**src/rtl/piso_10bits_cond.sv**
```systemverilog
// piso_10bits_cond
// Parallel-in, serial-out transmitter for the 10-bit serial link.
// Words arrive over a valid/ready handshake into a one-word holding
// register and are shifted out LSB first in back-to-back frames. Frames
// with no pending word carry IDLE_WORD so the far end always sees framed
// traffic.
// Build option: define PISO_PARITY_EN to append an even-parity bit to every
// frame (frames become WIDTH+1 bits long, idle frames included).

module piso_10bits_cond #(
    parameter int               WIDTH     = 10,
    parameter logic [WIDTH-1:0] IDLE_WORD = 10'h17C
) (
    input  logic             clk,
    input  logic             reset,
    input  logic [WIDTH-1:0] Pdata,
    input  logic             Pvalid,
    output logic             Pready,
    output logic             Sdata,
    output logic             Sframe,
    output logic             Sdatafrm
);

`ifdef PISO_PARITY_EN
    localparam int SW = WIDTH + 1;
`else
    localparam int SW = WIDTH;
`endif

    // Index of the last bit in a frame; the counter wraps after it.
    localparam int LAST = SW - 1;
    localparam int CW   = (SW > 1) ? $clog2(SW) : 1;
    localparam logic [CW-1:0] LAST_CNT = CW'(LAST);

    // The two state bits are {data_frm, hold_full}.
    typedef enum logic [1:0] {
        IDLE_TX      = 2'b00,
        IDLE_TX_PEND = 2'b01,
        DATA_TX      = 2'b10,
        DATA_TX_PEND = 2'b11
    } tx_state_t;

    tx_state_t        state;
    logic [SW-1:0]    shreg;
    logic [CW-1:0]    bit_cnt;
    logic [WIDTH-1:0] hold_reg;
    logic             hold_full;
    logic             data_frm;
    logic             boundary;
    logic             accept;

    // Builds the full frame image for a payload word, parity on top if enabled.
    function automatic logic [SW-1:0] load_frame(input logic [WIDTH-1:0] w);
`ifdef PISO_PARITY_EN
        return {^w, w};
`else
        return w;
`endif
    endfunction

    assign data_frm  = state[1];
    assign hold_full = state[0];
    assign boundary  = (bit_cnt == LAST_CNT);
    assign accept    = Pvalid && !hold_full;

    assign Sdata    = shreg[0];
    assign Sframe   = (bit_cnt == '0);
    assign Sdatafrm = data_frm;
    assign Pready   = ~hold_full;

    // Shifter, bit counter and the hold/data-frame state machine.
    always_ff @(posedge clk) begin
        if (reset) begin
            shreg   <= load_frame(IDLE_WORD);
            bit_cnt <= '0;
            state   <= IDLE_TX;
        end else begin
            if (boundary) begin
                bit_cnt <= '0;
                shreg   <= hold_full ? load_frame(hold_reg) : load_frame(IDLE_WORD);
            end else begin
                bit_cnt <= bit_cnt + CW'(1);
                shreg   <= shreg >> 1;
            end

            case (state)
                IDLE_TX:      state <= accept ? IDLE_TX_PEND : IDLE_TX;
                IDLE_TX_PEND: state <= boundary ? DATA_TX : IDLE_TX_PEND;
                DATA_TX: begin
                    if (boundary) state <= accept ? IDLE_TX_PEND : IDLE_TX;
                    else          state <= accept ? DATA_TX_PEND : DATA_TX;
                end
                DATA_TX_PEND: state <= boundary ? DATA_TX : DATA_TX_PEND;
                default:      state <= IDLE_TX;
            endcase
        end
    end

    // Captures an accepted word; only possible while the holding register is empty.
    always_ff @(posedge clk) begin
        if (accept) begin
            hold_reg <= Pdata;
        end
    end

endmodule

```
**config.mk**
```make
export PLATFORM = sky130hd
export DESIGN_NAME = piso_10bits_cond
export DESIGN_NICKNAME = d
export VERILOG_FILES = /design/src/rtl/piso_10bits_cond.sv
export SDC_FILE = /design/constraint.sdc
export NUM_CORES = 1
export LEC_CHECK = 0
export ABC_AREA = 1
export BUFFER_PORTS_ARGS = -buffer_cell sky130_fd_sc_hd__buf_2
export CAP_MARGIN = 20
export CORE_UTILIZATION = 47
export CTS_CLUSTER_SIZE = 40
export DETAILED_ROUTE_END_ITERATION = 7
export MAX_ROUTING_LAYER = met4
export PLACE_DENSITY_LB_ADDON = 0.12
export SLEW_MARGIN = 25
export SYNTH_ARGS = -nofsm -noshare
export SYNTH_HDL_FRONTEND = slang
export SYNTH_SLANG_ARGS = --single-unit
```
**constraint.sdc**
```tcl
create_clock -name clk -period 1.2 [get_ports clk]
set_input_delay 0.24 -clock clk [delete_from_list [all_inputs] [get_ports clk]]
set_output_delay 0.24 -clock clk [all_outputs]
set_load 0.1 [all_outputs]
```
==> results of run 1 <==
## routing by layer
layer	wire, um	share of wire	GRT usage	vias to the layer above
li1	-	-	-	353
met1	781	0.46	0.238	333
met2	810	0.48	0.283	24
met3	91	0.054	0.0615	0
met4	0	0	0.0171	0
met5	0	0	-	-
## worst min path at each step
stage,endpoint,from
5_1_grt,hold_reg[8]$_DFFE_PP_,Pdata[8]
2_1_floorplan,hold_reg[0]$_DFFE_PP_,Pdata[0]
6_report,hold_reg[9]$_DFFE_PP_,Pdata[9]
4_1_cts,hold_reg[8]$_DFFE_PP_,Pdata[8]
3_3_place_gp,hold_reg[8]$_DFFE_PP_,Pdata[8]
3_5_place_dp,hold_reg[8]$_DFFE_PP_,Pdata[8]
## critical path, cell delays in order, from the launching register on
cell and delay, ns:
dfxtp_2 0.34, inv_2 0.07, ha_4 0.14, nand2_4 0.04, nor2_4 0.09, buf_12 0.18
## power by group through the flow
stage / clock network, W / logic [W] / registers (W)
after global placement: 0 / 0.000225 / 0.00101
after CTS: 0.000359 / 0.000257 / 0.000985
final: 0.000350 / 0.000274 / 0.000986
after detailed placement: 0 / 0.000228 / 0.00101
after floorplan: 0 / 0.000134 / 0.00102
after global routing: 0.000391 / 0.000293 / 0.000990
## stage by stage
| step | std cells | total power (W) |
|---|---|---|
| 3_3_place_gp | 132 | 0.00123 |
| 6_report | 144 | 0.00161 |
| 5_1_grt | 144 | 0.00167 |
| 4_1_cts | 142 | 0.00160 |
| 3_5_place_dp | 132 | 0.00124 |
| 2_1_floorplan | 90 | 0.00115 |
## cell usage after synthesis, drive strengths merged
library cell and n:
o21ai 7, nand3 15, buf 2, edfxtp 10, ha 3, inv 10, nand2 15, dfxtp 16
xnor2 1, nand4 1, a21oi 2, nor2 8
## cell families after synthesis
family	count (synthesis)	synth area share
fa+ha+maj	3	0.0394
xor+xnor	1	0.00920
simple gates	39	0.189
buf+inv	12	0.0631
compound gates	9	0.0473
flops	26	0.652
## final cells by class
class / instances / area [um2] / area share
Clock buffer: 3 / 22.5 / 0.0179
Sequential cell: 26 / 628 / 0.499
Timing Repair Buffer: 27 / 223 / 0.177
Tap cell: 25 / 31.3 / 0.0248
Inverter: 10 / 40.0 / 0.0318
Multi-Input combinational cell: 52 / 312 / 0.247
Clock inverter: 1 / 3.75 / 0.00298
## what timing repair did
| item | CTS | global route |
|---|---|---|
| gates cloned | 0 | 0 |
| buffers inserted | 6 | 2 |
| endpoints found under the setup margin | 4 | 18 |
| gates resized for setup | 4 | 8 |
| pin swaps | 1 | 0 |
| hold buffers | 0 | 0 |
==> results.py, run 1 <==
metrics = {
    "layout": {
        "finish.utilization": 0.692,
        "final_cell_mix": "nand3_1 (13), nand2_1 (12), dfxtp_1 (12), buf_2 (12), buf_4 (11)",
        "final_nets": 136,
        "drive_gt1_frac": 0.395,
        "layout_commonest_cell": "nand3_1",
        "insertedDiodeCount": 0,
        "fill_cells": 145,
        "final_area_um2": 1260,
        "area_delta_synth_final_pct": 32.3,
    },
    "worst_setup_path": {
        "cp_data_required_time_ns": 0.96,
        "r2r_cells": 6,
        "crit_end": "Sframe",
        "r2r_slack_ns": -0.11,
        "reg2reg_to": "state[0]$_SDFF_PP0_",
        "cp_max_fo": 2,
        "reg2reg_from": "bit_cnt[1]$_SDFF_PP0_",
        "worst_ep_arrival_time_ns": 1.18,
        "crit_type": "register to output pin",
        "crit_start": "bit_cnt[1]$_SDFF_PP0_",
        "cp-end-kind": "output pin",
        "start_kind": "register",
    },
    "placed_design": {
        "place_congestion": 0.703,
        "placed_cell_area_um2": 1150,
        "place_ws_ns": 0.00557,
        "io_buffer_count": 16,
        "hpwl_um": 1060,
    },
    "hold_path": {
        "hold_depth": 1,
        "holdCritPathClass": "input pin to register",
    },
    "pwr": {
        "clock_power_share": 0.217,
        "internal_power_w": 0.00120,
        "power_frac_seq": 0.613,
        "switchingPower_w": 0.000407,
        "swShare": 0.253,
        "peakVddDrop_mv": 1.03,
        "powerDensity_nw_per_um2": 1280,
        "p_leak_nw": 0.549,
        "pwr-share-comb": 0.170,
    },
    "timing": {
        "setup_slack_ns": -0.217,
        "worstMarginPinSlew_ns": 0.327,
        "skew_ns": 0.00182,
        "drv_slew": 0,
        "min_period_ns": 1.42,
        "hold_viol_final": 0,
        "maxSlewHeadroom": 0.781,
        "fmaxAchievable_mhz": 706,
        "hold_ws_ns": 0.0987,
        "tns_ns": -0.628,
        "setup_violations": 15,
        "rsz0062_at_grt": "yes",
        "period_share": 1.18,
    },
    "route": {
        "ant_nets": 0,
        "wl_per_cell_um": 11.7,
        "drt-pass1-iter-count": 4,
        "routed_wl_um": 1680,
        "drc": 0,
        "vias_per_cell": 4.93,
        "drt_iter0_drc": 27,
        "vias": 710,
    },
    "clock_tree": {
        "root_buffer": "clkbuf_4",
        "clk_latency_ns": 0.31,
        "cts_sinks": 26,
        "cts_htree_levels": 1,
        "cts_tree": "done",
        "cts.path.max_buffers": 2,
        "path_clk_slew_ns": 0.12,
        "numCtsBuffers": 3,
    },
    "grt": {
        "overflow": 0,
        "grt_pass1_wl_um": 2640,
        "first_global_vias": 599,
        "grt_max_degree": 15,
        "antenna_found_initial": 0,
        "track_usage": 0.181,
    },
    "floorplanning": {
        "dieHeight_um": 47.0,
        "rows": 15,
        "io_pins": 17,
        "start_util": 0.523,
        "die_w_um": 47.0,
        "core_region_area_um2": 1820,
        "dieArea_um2": 2210,
    },
    "logic_synthesis": {
        "synth_top_area_frac": 0.336,
        "yosysTopAreaCell": "dfxtp_1",
        "ys_warn_count": 0,
        "seq_area_frac_synth": 0.652,
        "synth_area_um2": 952,
        "postSynthCellCount": 90,
        "synthTopCellsByArea": "dfxtp_1 (34%), edfxtp_1 (32%), nand3_1 (7.4%), nand2_1 (5.9%), ha_1 (3.9%)",
        "postSynthNetCount": 106,
        "avgSynthCellArea_um2": 10.6,
        "synth-seq-cells": 26,
        "synthDistinctLibCells": 16,
    },
    "run_status": {
        "violations": "setup timing",
        "outcome": "complete, but fails checks",
    },
    "run": {
        "cap_violations": 0,
    },
}
Power figures use the tool's default switching activity.
==> run 2, diff against run 1 <==
- CORE_UTILIZATION: 47 -> 50
- CTS_BUF_LIST: not set -> sky130_fd_sc_hd__clkbuf_2 sky130_fd_sc_hd__clkbuf_4 sky130_fd_sc_hd__clkbuf_8
==> results.py, run 2 (synthesis results as in run 1) <==
metrics = {
    "run_status": {
        "outcome": "complete, but fails checks",
        "violations": "setup timing",
    },
    "timing": {
        "setup_slack_ns": -0.222,
        "period_share": 1.19,
        "setup_violations": 17,
        "maxSlewHeadroom": 0.772,
        "fmaxAchievable_mhz": 703,
        "hold_viol_final": 0,
        "drv_slew": 0,
        "min_period_ns": 1.42,
        "rsz0062_at_grt": "yes",
        "worstMarginPinSlew_ns": 0.342,
        "skew_ns": 0.00421,
    },
    "clock_tree": {
        "path_clk_slew_ns": 0.13,
        "cts_tree": "done",
        "root_buffer": "clkbuf_4",
        "numCtsBuffers": 3,
        "cts_htree_levels": 1,
        "hold_buffers": 0,
        "cts_sinks": 26,
        "cts.path.max_buffers": 2,
        "clk_latency_ns": 0.30,
    },
    "worst_setup_path": {
        "cp_data_required_time_ns": 0.96,
        "cp-end-kind": "output pin",
        "worst_ep_arrival_time_ns": 1.18,
        "cp_max_fo": 2,
        "crit_start": "bit_cnt[1]$_SDFF_PP0_",
        "r2r_cells": 6,
        "crit_type": "register to output pin",
        "start_kind": "register",
        "crit_end": "Sframe",
        "r2r_slack_ns": -0.10,
        "reg2reg_to": "state[0]$_SDFF_PP0_",
        "reg2reg_from": "bit_cnt[1]$_SDFF_PP0_",
    },
    "floorplanning": {
        "die_w_um": 45.6,
        "rows": 15,
        "core_region_area_um2": 1760,
        "start_util": 0.540,
        "io_pins": 17,
        "dieHeight_um": 45.6,
        "dieArea_um2": 2080,
    },
    "grt": {
        "grt_max_degree": 15,
        "first_global_vias": 647,
        "overflow": 0,
        "track_usage": 0.187,
        "antenna_found_initial": 0,
        "grt_pass1_wl_um": 2590,
    },
    "layout": {
        "final_area_um2": 1220,
        "insertedDiodeCount": 0,
        "drive_gt1_frac": 0.360,
        "area_delta_synth_final_pct": 28.0,
        "fill_cells": 149,
        "final_nets": 131,
        "final_cell_mix": "nand3_1 (14), nand2_1 (13), dfxtp_1 (12), buf_2 (12), edfxtp_1 (10)",
        "layout_commonest_cell": "nand3_1",
    },
    "placed_design": {
        "io_buffer_count": 16,
        "placed_cell_area_um2": 1140,
        "place_ws_ns": -0.0109,
        "place_congestion": 0.709,
        "hpwl_um": 1050,
    },
    "run": {
        "cap_violations": 0,
    },
    "hold_path": {
        "holdCritPathClass": "input pin to register",
    },
    "route": {
        "drc": 0,
        "vias": 650,
        "routed_wl_um": 1560,
        "ant_nets": 0,
        "drt_iter0_drc": 13,
        "drt-pass1-iter-count": 4,
        "vias_per_cell": 4.68,
        "wl_per_cell_um": 11.2,
    },
    "pwr": {
        "peakVddDrop_mv": 0.988,
        "p_leak_nw": 0.527,
        "powerDensity_nw_per_um2": 1330,
    },
}
run 2: cell types whose count changed in the layout (fill, tap and decap cells not counted):
| cell | delta |
|---|---|
| buf_4 | -5 |
| nand3_2 | -1 |
| clkinv_1 | -1 |
| nand2_2 | -1 |
| nand2_1 | +1 |
| clkbuf_4 | +1 |
| nand3_1 | +1 |
run 2: per-stage QoR:
stage                     total power, W  utilization  std cells  hold slack (ns)  setup TNS [ns]
after floorplan                  0.00115            -         90            0.339         -0.0889
after global placement           0.00123        0.648        131            0.417               0
final                            0.00162        0.691        139           0.0983          -0.638
after global routing             0.00170        0.691        139           0.0619           -2.48
after detailed placement         0.00124        0.648        131            0.418         -0.0109
after CTS                        0.00163        0.687        139           0.0878          -0.732
run 2: final cells by class:
type                       instances  area, um2  share of cell area
clock buffer                       4       30.0              0.0246
sequential                        26        628               0.515
timing repair buffer              22        185               0.152
multi-input combinational         52        304               0.249
tap                               25       31.3              0.0257
inverter                          10       40.0              0.0329
run 2: how the worst min path moves through the flow:
stage,startpoint,endpoint,cells past startpoint,slack (ns)
after global routing,Pdata[6],hold_reg[6]$_DFFE_PP_,1,0.06
after global placement,Pdata[7],hold_reg[7]$_DFFE_PP_,1,0.42
after CTS,Pdata[1],hold_reg[1]$_DFFE_PP_,1,0.09
final,Pdata[7],hold_reg[7]$_DFFE_PP_,1,0.1
after detailed placement,Pdata[6],hold_reg[6]$_DFFE_PP_,1,0.42
after floorplan,Pdata[0],hold_reg[0]$_DFFE_PP_,0,0.34
run 2: repair_timing:
item,4_1_cts,5_1_grt
endpoints found under the setup margin,3,18
buffers inserted,4,0
cloned,0,0
gates resized for setup,6,4
pin swaps,1,0
run 2: power breakdown:
| group | switching (W) | internal (W) | total (W) |
|---|---|---|---|
| clock network | 0.000230 | 0.000152 | 0.000382 |
| registers | 0.0000196 | 0.000964 | 0.000984 |
| logic | 0.000153 | 0.000104 | 0.000257 |
run 2: critical path, cell delays in order, from the launching register on:
cell and delay, ns:
dfxtp_2 0.35, inv_2 0.07, ha_4 0.14, nand2_4 0.04, nor2_4 0.10, buf_12 0.18
run 2: per-layer routing:
layer  share of wire  GRT usage  vias up
met5               0          -        -
met1            0.44      0.207      285
met3           0.035     0.0476        2
li1                -          -      344
met2            0.50      0.311       19
met4           0.017     0.0909        0
==> run 3, diff against run 2 <==
- SETUP_SLACK_MARGIN: not set -> 0.5
==> results.py, run 3 (synthesis results as in run 1) <==
metrics = {
    "pwr": {
        "swShare": 0.237,
        "power_frac_seq": 0.530,
        "switchingPower_w": 0.000440,
        "pwr-share-comb": 0.150,
        "peakVddDrop_mv": 1.38,
        "clock_power_share": 0.320,
        "powerDensity_nw_per_um2": 1430,
        "p_leak_nw": 0.560,
        "internal_power_w": 0.00142,
        "total_power_w": 0.00186,
    },
    "grt": {
        "antenna_found_initial": 0,
        "grt_max_degree": 16,
        "grt_pass1_wl_um": 2730,
        "overflow": 0,
        "first_global_vias": 654,
        "track_usage": 0.200,
    },
    "clock_tree": {
        "root_buffer": "clkbuf_4",
        "numCtsBuffers": 3,
        "clk_latency_ns": 0.33,
        "path_clk_slew_ns": 0.14,
        "cts_htree_levels": 1,
        "cts_sinks": 26,
        "cts_tree": "done",
        "cts.path.max_buffers": 2,
    },
    "placed_design": {
        "place_inst": 130,
        "placed_cell_area_um2": 1170,
        "place_congestion": 0.764,
        "hpwl_um": 1110,
        "place_ws_ns": 0.0202,
        "io_buffer_count": 16,
    },
    "layout": {
        "drive_gt1_frac": 0.379,
        "insertedDiodeCount": 0,
        "final_cell_mix": "nand3_1 (14), nand2_1 (13), buf_2 (12), dfxtp_1 (11), edfxtp_1 (10)",
        "finalNonFillerCells": 141,
        "final_nets": 133,
        "area_delta_synth_final_pct": 36.5,
        "fill_cells": 127,
        "final_area_um2": 1300,
        "layout_commonest_cell": "nand3_1",
    },
    "timing": {
        "skew_ns": 0.00861,
        "period_share": 1.20,
        "hold_viol_final": 0,
        "fmaxAchievable_mhz": 696,
        "maxSlewHeadroom": 0.777,
        "drv_slew": 0,
        "min_period_ns": 1.44,
        "rsz0062_at_grt": "yes",
        "worstMarginPinSlew_ns": 0.335,
        "setup_violations": 14,
        "setup_slack_ns": -0.236,
    },
    "floorplanning": {
        "dieHeight_um": 45.6,
        "start_util": 0.540,
        "dieArea_um2": 2080,
        "core_region_area_um2": 1760,
        "io_pins": 17,
        "rows": 15,
        "die_w_um": 45.6,
    },
    "route": {
        "routed_wl_um": 1640,
        "drt_iter0_drc": 17,
        "ant_nets": 0,
        "vias": 698,
        "wl_per_cell_um": 11.7,
        "drt-pass1-iter-count": 4,
        "drc": 0,
        "vias_per_cell": 4.95,
    },
    "worst_setup_path": {
        "cp_max_fo": 4,
        "reg2reg_from": "bit_cnt[1]$_SDFF_PP0_",
        "crit_end": "Sframe",
        "r2r_slack_ns": -0.07,
        "r2r_cells": 6,
        "cp_data_required_time_ns": 0.96,
        "worst_ep_arrival_time_ns": 1.20,
        "cp-end-kind": "output pin",
        "crit_type": "register to output pin",
        "crit_start": "bit_cnt[2]$_SDFF_PP0_",
        "reg2reg_to": "state[0]$_SDFF_PP0_",
        "start_kind": "register",
    },
    "run_status": {
        "violations": "setup timing",
        "outcome": "complete, but fails checks",
    },
    "run": {
        "cap_violations": 0,
    },
    "hold_path": {
        "hp-start": "Pdata[8]",
        "holdCritPathClass": "input pin to register",
    },
}
==> run 3: power groups by stage <==
stage	clock, W	sequential [W]	combinational [W]
detailed placement	0	0.00101	0.000232
floorplan	0	0.00102	0.000139
global placement	0	0.00101	0.000227
global route	0.000651	0.000990	0.000299
CTS	0.000615	0.000984	0.000274
finish	0.000595	0.000984	0.000279
==> run 3: final cells by class <==
| type | instances | area (um2) | area share |
|---|---|---|---|
| flip-flops and latches | 26 | 637 | 0.490 |
| clock inverters | 1 | 30.0 | 0.0231 |
| repair buffers | 24 | 220 | 0.169 |
| well taps | 25 | 31.3 | 0.0241 |
| inverters | 10 | 50.0 | 0.0385 |
| multi-input cells | 52 | 309 | 0.238 |
| clock buffers | 3 | 22.5 | 0.0173 |
==> run 3: layer usage <==
metal,track usage,up-vias,share of wire
li1,-,350,-
met1,0.265,324,0.48
met2,0.283,19,0.46
met5,-,-,0
met4,0.121,0,0.019
met3,0.0357,5,0.040
==> run 3: per-stage QoR <==
| step | hold slack [ns] | setup TNS, ns | utilization |
|---|---|---|---|
| 2_1_floorplan | 0.339 | -0.0889 | - |
| 3_3_place_gp | 0.416 | 0 | 0.662 |
| 3_5_place_dp | 0.418 | 0 | 0.662 |
| 4_1_cts | 0.0622 | -0.556 | 0.734 |
| 5_1_grt | 0.0444 | -2.10 | 0.737 |
| 6_report | 0.0738 | -0.518 | 0.737 |
==> run 3: worst min-delay path by stage <==
stage / to / slack, ns / cells past startpoint
after floorplan: hold_reg[0]$_DFFE_PP_ / 0.34 / 0
after global routing: hold_reg[8]$_DFFE_PP_ / 0.04 / 1
after global placement: hold_reg[7]$_DFFE_PP_ / 0.42 / 1
after CTS: hold_reg[8]$_DFFE_PP_ / 0.06 / 1
after detailed placement: hold_reg[8]$_DFFE_PP_ / 0.42 / 1
final: hold_reg[8]$_DFFE_PP_ / 0.07 / 1
==> run 3: worst max-delay path, cell delays in order, from the launching register on <==
cell	delay, ns
dfxtp_1	0.39
buf_4	0.19
nor2_4	0.12
buf_12	0.18
==> run 3: repair_timing <==
item / in CTS / in global routing
pin swaps: 2 / 1
endpoints found under the setup margin: 30 / 30
hold buffers: 0 / 0
buffers inserted: 7 / 0
gates resized for setup: 5 / 3
